### config.mk
export PLATFORM = sky130hd
export DESIGN_NAME = keypad_scan
export DESIGN_NICKNAME = d
export VERILOG_FILES = /design/src/rtl/keypad_pkg.sv /design/src/rtl/sync2.sv /design/src/rtl/keypad_scan.sv
export SDC_FILE = /design/constraint.sdc
export NUM_CORES = 1
export LEC_CHECK = 0
export ABC_AREA = 1
export BUFFER_PORTS_ARGS = -buffer_cell sky130_fd_sc_hd__buf_2
export CAP_MARGIN = 30
export CORE_MARGIN = 1.5
export CORE_UTILIZATION = 60
export CTS_CLUSTER_DIAMETER = 100
export DETAILED_ROUTE_END_ITERATION = 12
export PLACE_DENSITY = 0.9
export SLEW_MARGIN = 20
export SYNTH_ARGS = -nofsm -noshare
export SYNTH_HDL_FRONTEND = slang
export SYNTH_SLANG_ARGS = --single-unit
### constraint.sdc
create_clock -name clk -period 14.8 [get_ports clk]
set_clock_uncertainty 0.15 [all_clocks]
set_input_delay 2.96 -clock clk [delete_from_list [all_inputs] [get_ports clk]]
set_output_delay 2.96 -clock clk [all_outputs]
set_load 0.05 [all_outputs]
### src/rtl/keypad_pkg.sv
// keypad_pkg: shared types and helpers for the 4x4 keypad scanner.
//   scanState_t - scan FSM states (DRIVE, SAMPLE, EVAL)
//   KEY_NONE    - 5-bit frame/stable result meaning "no single key"; MSB set
//   key_map     - (row, col) -> 4-bit key code for the Pmod keypad legend
package keypad_pkg;

  typedef enum logic [1:0] {
    DRIVE  = 2'd0,
    SAMPLE = 2'd1,
    EVAL   = 2'd2
  } scanState_t;

  // Results are {none, code}; any value with the MSB set is "no key".
  localparam logic [4:0] KEY_NONE = 5'b1_0000;

  // Row 0 is the top row, col 0 is the leftmost column (col_n[0]).
  function automatic logic [3:0] key_map(input logic [1:0] row, input logic [1:0] col);
    logic [3:0] code;
    code = 4'h0;
    case ({row, col})
      4'h0: code = 4'h1;
      4'h1: code = 4'h2;
      4'h2: code = 4'h3;
      4'h3: code = 4'hA;
      4'h4: code = 4'h4;
      4'h5: code = 4'h5;
      4'h6: code = 4'h6;
      4'h7: code = 4'hB;
      4'h8: code = 4'h7;
      4'h9: code = 4'h8;
      4'hA: code = 4'h9;
      4'hB: code = 4'hC;
      4'hC: code = 4'h0;
      4'hD: code = 4'hF;
      4'hE: code = 4'hE;
      4'hF: code = 4'hD;
      default: code = 4'h0;
    endcase
    return code;
  endfunction

endpackage

### src/rtl/sync2.sv
// sync2: two-flop synchronizer for asynchronous level inputs.
//   clk  - destination clock
//   rst  - synchronous active-high reset; both stages go to all-ones
//          (idle level of pulled-up, active-low lines)
//   d    - asynchronous input bus
//   q    - synchronized output, two clocks of latency
module sync2 #(
  parameter int WIDTH = 4
) (
  input  logic             clk,
  input  logic             rst,
  input  logic [WIDTH-1:0] d,
  output logic [WIDTH-1:0] q
);

  logic [WIDTH-1:0] sync_p0;
  logic [WIDTH-1:0] sync_p1;

  always_ff @(posedge clk) begin
    if (rst) begin
      sync_p0 <= '1;
      sync_p1 <= '1;
    end else begin
      // p0: may go metastable; p1: settled copy
      sync_p0 <= d;
      sync_p1 <= sync_p0;
    end
  end

  assign q = sync_p1;

endmodule

### src/rtl/keypad_scan.sv
// keypad_scan: column-strobing scanner for a 4x4 keypad.
//   SETTLE_CYCLES   - cycles per column slot (>= 4); last cycle samples rows
//   DEBOUNCE_FRAMES - identical frame results needed to change output (>= 1)
//   clk, rst        - clock, synchronous active-high reset
//   row_n[3:0]      - keypad rows, active low, asynchronous
//   col_n[3:0]      - keypad columns, one-hot-low strobe
//   key_code[3:0]   - debounced key, meaningful while key_valid = 1
//   key_valid       - a single debounced key is held
//   key_press       - one-cycle pulse when a new key becomes stable
module keypad_scan
  import keypad_pkg::*;
#(
  parameter int SETTLE_CYCLES   = 100000,
  parameter int DEBOUNCE_FRAMES = 4
) (
  input  logic       clk,
  input  logic       rst,
  input  logic [3:0] row_n,
  output logic [3:0] col_n,
  output logic [3:0] key_code,
  output logic       key_valid,
  output logic       key_press
);

  localparam int CNT_W = $clog2(SETTLE_CYCLES);
  localparam int DEB_W = $clog2(DEBOUNCE_FRAMES + 1);
  // DRIVE hands over to SAMPLE when the counter reaches this value, so
  // SAMPLE lands on count SETTLE_CYCLES-1, the last cycle of the slot.
  localparam logic [CNT_W-1:0] DRIVE_LAST = CNT_W'(SETTLE_CYCLES - 2);
  localparam logic [DEB_W-1:0] DEB_MAX    = DEB_W'(DEBOUNCE_FRAMES);

  scanState_t       state;
  scanState_t       nextState;
  logic [CNT_W-1:0] settleCnt;
  logic [1:0]       colIdx;
  logic [15:0]      frameVec;
  logic [3:0]       rowSync;
  logic             sampleEn;
  logic             evalEn;
  logic [4:0]       frameResult;
  logic [4:0]       prevResult;
  logic [4:0]       stableState;
  logic [DEB_W-1:0] debCnt;
  logic [DEB_W-1:0] debCntNext;

  function automatic logic [DEB_W-1:0] satInc(input logic [DEB_W-1:0] v);
    return (v >= DEB_MAX) ? DEB_MAX : v + DEB_W'(1);
  endfunction

  sync2 #(.WIDTH(4)) uRowSync (
    .clk (clk),
    .rst (rst),
    .d   (row_n),
    .q   (rowSync)
  );

  always_ff @(posedge clk) begin
    if (rst) state <= DRIVE;
    else     state <= nextState;
  end

  always_comb begin
    nextState = state;
    case (state)
      DRIVE:   if (settleCnt == DRIVE_LAST) nextState = SAMPLE;
      SAMPLE:  nextState = (colIdx == 2'd3) ? EVAL : DRIVE;
      // EVAL doubles as the first settle cycle of column 0.
      EVAL:    nextState = DRIVE;
      default: nextState = DRIVE;
    endcase
  end

  always_comb begin
    col_n    = ~(4'b0001 << colIdx);
    sampleEn = (state == SAMPLE);
    evalEn   = (state == EVAL);
  end

  // ---- scan stage: column slot counter and frame capture ----
  always_ff @(posedge clk) begin
    if (rst) begin
      settleCnt <= '0;
      colIdx    <= 2'd0;
      frameVec  <= 16'h0000;
    end else begin
      settleCnt <= sampleEn ? '0 : settleCnt + CNT_W'(1);
      if (sampleEn) begin
        frameVec[{colIdx, 2'b00} +: 4] <= ~rowSync;
        colIdx <= colIdx + 2'd1;
      end
    end
  end

  // Bit index in frameVec is {col, row}. Zero or several pressed bits
  // (including ghost patterns) all collapse to KEY_NONE.
  always_comb begin
    frameResult = KEY_NONE;
    if ($countones(frameVec) == 1) begin
      for (int i = 0; i < 16; i++) begin
        if (frameVec[i]) frameResult = {1'b0, key_map(i[1:0], i[3:2])};
      end
    end
    debCntNext = (frameResult == prevResult) ? satInc(debCnt) : DEB_W'(1);
  end

  // ---- debounce stage: runs once per frame in EVAL ----
  always_ff @(posedge clk) begin
    if (rst) begin
      prevResult  <= KEY_NONE;
      stableState <= KEY_NONE;
      debCnt      <= '0;
      key_valid   <= 1'b0;
      key_code    <= 4'h0;
      key_press   <= 1'b0;
    end else begin
      key_press <= 1'b0;
      if (evalEn) begin
        prevResult <= frameResult;
        debCnt     <= debCntNext;
        if ((debCntNext == DEB_MAX) && (frameResult != stableState)) begin
          stableState <= frameResult;
          key_valid   <= ~frameResult[4];
          // key_code keeps the last key when the stable state drops to none.
          if (!frameResult[4]) begin
            key_code  <= frameResult[3:0];
            key_press <= 1'b1;
          end
        end
      end
    end
  end

endmodule

==> results.md <==
* Status: complete, no violations
* Mapped Area at 0.00348 mm2
* Post-CTS Setup Bufs at 0
* Total track usage at 24.2%
* # DRC at 0
* Crit path kind: reg -> reg
* Die Y at 79.1 um
* Worst reg2reg path depth at 24
* Reg-to-Reg Start: frameVec[5]$_SDFFE_PP0P_
* Via count at 2,973
* Register bit total from synthesis at 64
* WL met3 at around 260 um
* Fraction of layout cells with a size suffix above 1 at 10.7%
* Clk buf depth at 2
* Final setup fails at 0
* Placed Cells at about 550
* Reg2reg setup slack at 9180 ps
* Critical Path AT at 5710 ps
* Max-capacitance violation count at 0
* Row count at 27
* Worst-path clk slew at 70 ps
* Initial Util at 62.7%
* Clk root buf: clkbuf_8
* Largest net degree at the start of global routing at 29
* FFs w/ async S/R, synth at 0%
* Average size of a mapped cell at between 7 and 8 um2
* Top fanout value on the critical path at 15
* Mean number of vias per cell at 5.23
* Syn_nets at 503
* Routed wl met2 at around 3400 um
* Max_slew headroom at 51.8%
* Initial antenna violation count at 0
* Post-synth EDFFs at 0
* PortBufs at 15
* Antenna Violating Nets Remaining at 0
* First-pass GRT wire length at about 12,000 um
* Worst slew pin tran at just over 700 ps
* Commonest cells after routing, fill and taps aside: inv_1 (85), nand2_1 (84), dfxtp_1 (64), nor2_1 (54), a21oi_1 (33)
* CTS tree: yes
* DRT Pass-1 Iters at 4
* Ys flop type: dfxtp_1
* Synth Warn # at 0
* H-tree depth at 3
* Vias in the first global route at 2,891
* Total Neg Setup Slack at 0 ps
* Synth cell types at 34
* Detailed Route WL at 6860 um
* Area Overhead vs Synth at 10.3%
* Final Non-Filler Cells at ~570
* Minimum clock period at 5620 ps
* Cts hold-fix bufs at 0
* Crit. End Element: flop
* Synth top area cells: dfxtp_1 (37%), inv_1 (9.2%), nand2_1 (9.1%)
* Worst Path Required at 14,890 ps
* Post-Syn Instances at 471
* CTS buffer count at 9
* Power Density at just over 90 mW/mm2
* Routability cong. at between 0.8 and 0.9
* Max layer used: met4
* Post-CTS sizing at 0
* Number of hold violations in the final report at 0
* Layout Nets at between 500 and 600
* Tcrit/Tclk final at between 30% and 40%
* Met1 Routed Length at about 3100 um
* HP Class: reg -> reg
* Synth top area share at 36.9%
* Final max-slew violation count at 0
* Hold depth at 1
* Worst Hold Path EP: uRowSync.q[2]$_SDFF_PP1_
* # IOs at 16
* Chip width at 79.1 um
* DR WL/cell at 12.1 um
* Iteration-0 DRC Markers at between 150 and 200
* Unrepaired setup endpoints after global routing: no
* Overflow after GRT at 0
* Hold_sp: uRowSync.sync_p0[2]$_SDFF_PP1_
* Fmax at 178 MHz
* Inserted Diodes at 0
* Die ar. at 0.00626 mm2
* Endpoint of the worst register-to-register path: key_code[3]$_SDFFE_PP0P_
* Max IR drop VDD at 0.0785 mV
* Sequential share of the synthesized area at between 30 and 40%
* Hpwl dp at 5090 um
* LEAKAGE at 1.77 nW
* Worst Setup Start Kind: flop
* Commonest non-fill, non-tap cell in the layout: inv_1
* CTS sink cnt at 64
* Core box area at about 0.0055 mm2
* Cell accounting for the most synthesized area: dfxtp_1
* Clock latency on the worst-skew pair at 350 ps
-- metrics by stage --
step | total power, mW | setup slack (ps) | cell area (um2) | hold slack (ps) | utilization (%)
2_1_floorplan | 0.184 | 9790 | 3480 | 239 | -
3_3_place_gp | 0.185 | 9360 | 3610 | 242 | 65.2
3_5_place_dp | 0.186 | 9170 | 3610 | 245 | 65.2
4_1_cts | 0.348 | 9160 | 3830 | 262 | 69.2
5_1_grt | 0.356 | 8670 | 3830 | 276 | 69.2
6_report | 0.348 | 9180 | 3830 | 261 | 69.2
-- layer usage --
layer	global-route usage, %	vias up
met5	0	-
met4	10.7	0
met3	5.29	11
met2	42.1	63
met1	28.5	1357
li1	-	1542
-- synthesized netlist by cell type (all sizes together) (2+ instances only) --
cell,instances
nand2,87
inv,85
dfxtp,64
nor2,57
a21oi,33
o21ai,26
nand3,24
ha,16
nor3,13
fa,10
or2,9
nand4,8
nand3b,6
clkbuf,5
a211oi,4
a22oi,4
a31oi,4
nor3b,4
nor4,3
clkinv,2
xnor2,2
xor2,2
-- flip-flops by register name, summed over array words and instances, names as in the netlist --
| signal | cells |
|---|---|
| colIdx | 2 |
| debCnt | 3 |
| frameVec | 16 |
| key_code | 4 |
| key_press | 1 |
| key_valid | 1 |
| prevResult | 5 |
| settleCnt | 17 |
| stableState | 5 |
| state | 2 |
| uRowSync.q | 4 |
| uRowSync.sync_p0 | 4 |
-- layout make-up --
type / instances / area, um2
multi-input cells: 314 / 1840
fillers: 428 / 1710
flip-flops and latches: 64 / 1280
inverters: 87 / 327
clock buffers: 9 / 124
clock inverters: 7 / 96.3
well taps: 72 / 90.1
repair buffers: 15 / 75.1
-- logic make-up after synthesis --
kind of cell / after synthesis / share of synthesized area, %
AND/OR/NAND/NOR: 211 / 29.1
buffers and inverters: 93 / 10.2
AO/OA/AOI/OAI: 73 / 11.4
flip-flops: 64 / 36.9
adder cells (fa/ha/maj): 26 / 11.5
XOR/XNOR: 4 / 1.01
-- critical path, stage by stage, from the launching register on --
cell and delay (ps):
dfxtp_1 360, inv_1 100, fa_1 540, inv_1 50, fa_1 460, fa_1 510, inv_1 50, fa_1 480
inv_1 40, ha_1 200, fa_1 440, nor2_1 110, nand3b_1 120, nor3_4 540, nand3_1 250, nand2_1 110
nand2_1 60, nor2_2 110, nand2_1 70, nor2_1 120, nand3b_1 120, nor2_1 230, nand4_1 140, nand2_1 100
nor2_1 60
-- how the worst max path moves through the flow --
stage	cells past startpoint	to	startpoint	slack, ps
3_3_place_gp	23	key_valid$_SDFFE_PP0P_	frameVec[5]$_SDFFE_PP0P_	9360
6_report	24	key_code[3]$_SDFFE_PP0P_	frameVec[5]$_SDFFE_PP0P_	9180
4_1_cts	23	key_valid$_SDFFE_PP0P_	frameVec[5]$_SDFFE_PP0P_	9160
2_1_floorplan	25	key_code[0]$_SDFFE_PP0P_	frameVec[5]$_SDFFE_PP0P_	9790
5_1_grt	24	key_code[0]$_SDFFE_PP0P_	frameVec[5]$_SDFFE_PP0P_	8670
3_5_place_dp	23	key_valid$_SDFFE_PP0P_	frameVec[5]$_SDFFE_PP0P_	9170
-- power by group --
| group | leakage (nW) | switching [mW] | total [mW] | internal (mW) |
|---|---|---|---|---|
| Clock | 0.113 | 0.0712 | 0.166 | 0.0950 |
| Sequential | 0.518 | 0.00112 | 0.175 | 0.174 |
| Combinational | 1.14 | 0.00435 | 0.00694 | 0.00259 |
| Total | 1.77 | 0.0767 | 0.348 | 0.271 |
No activity file was read; power rests on OpenSTA's default activity.
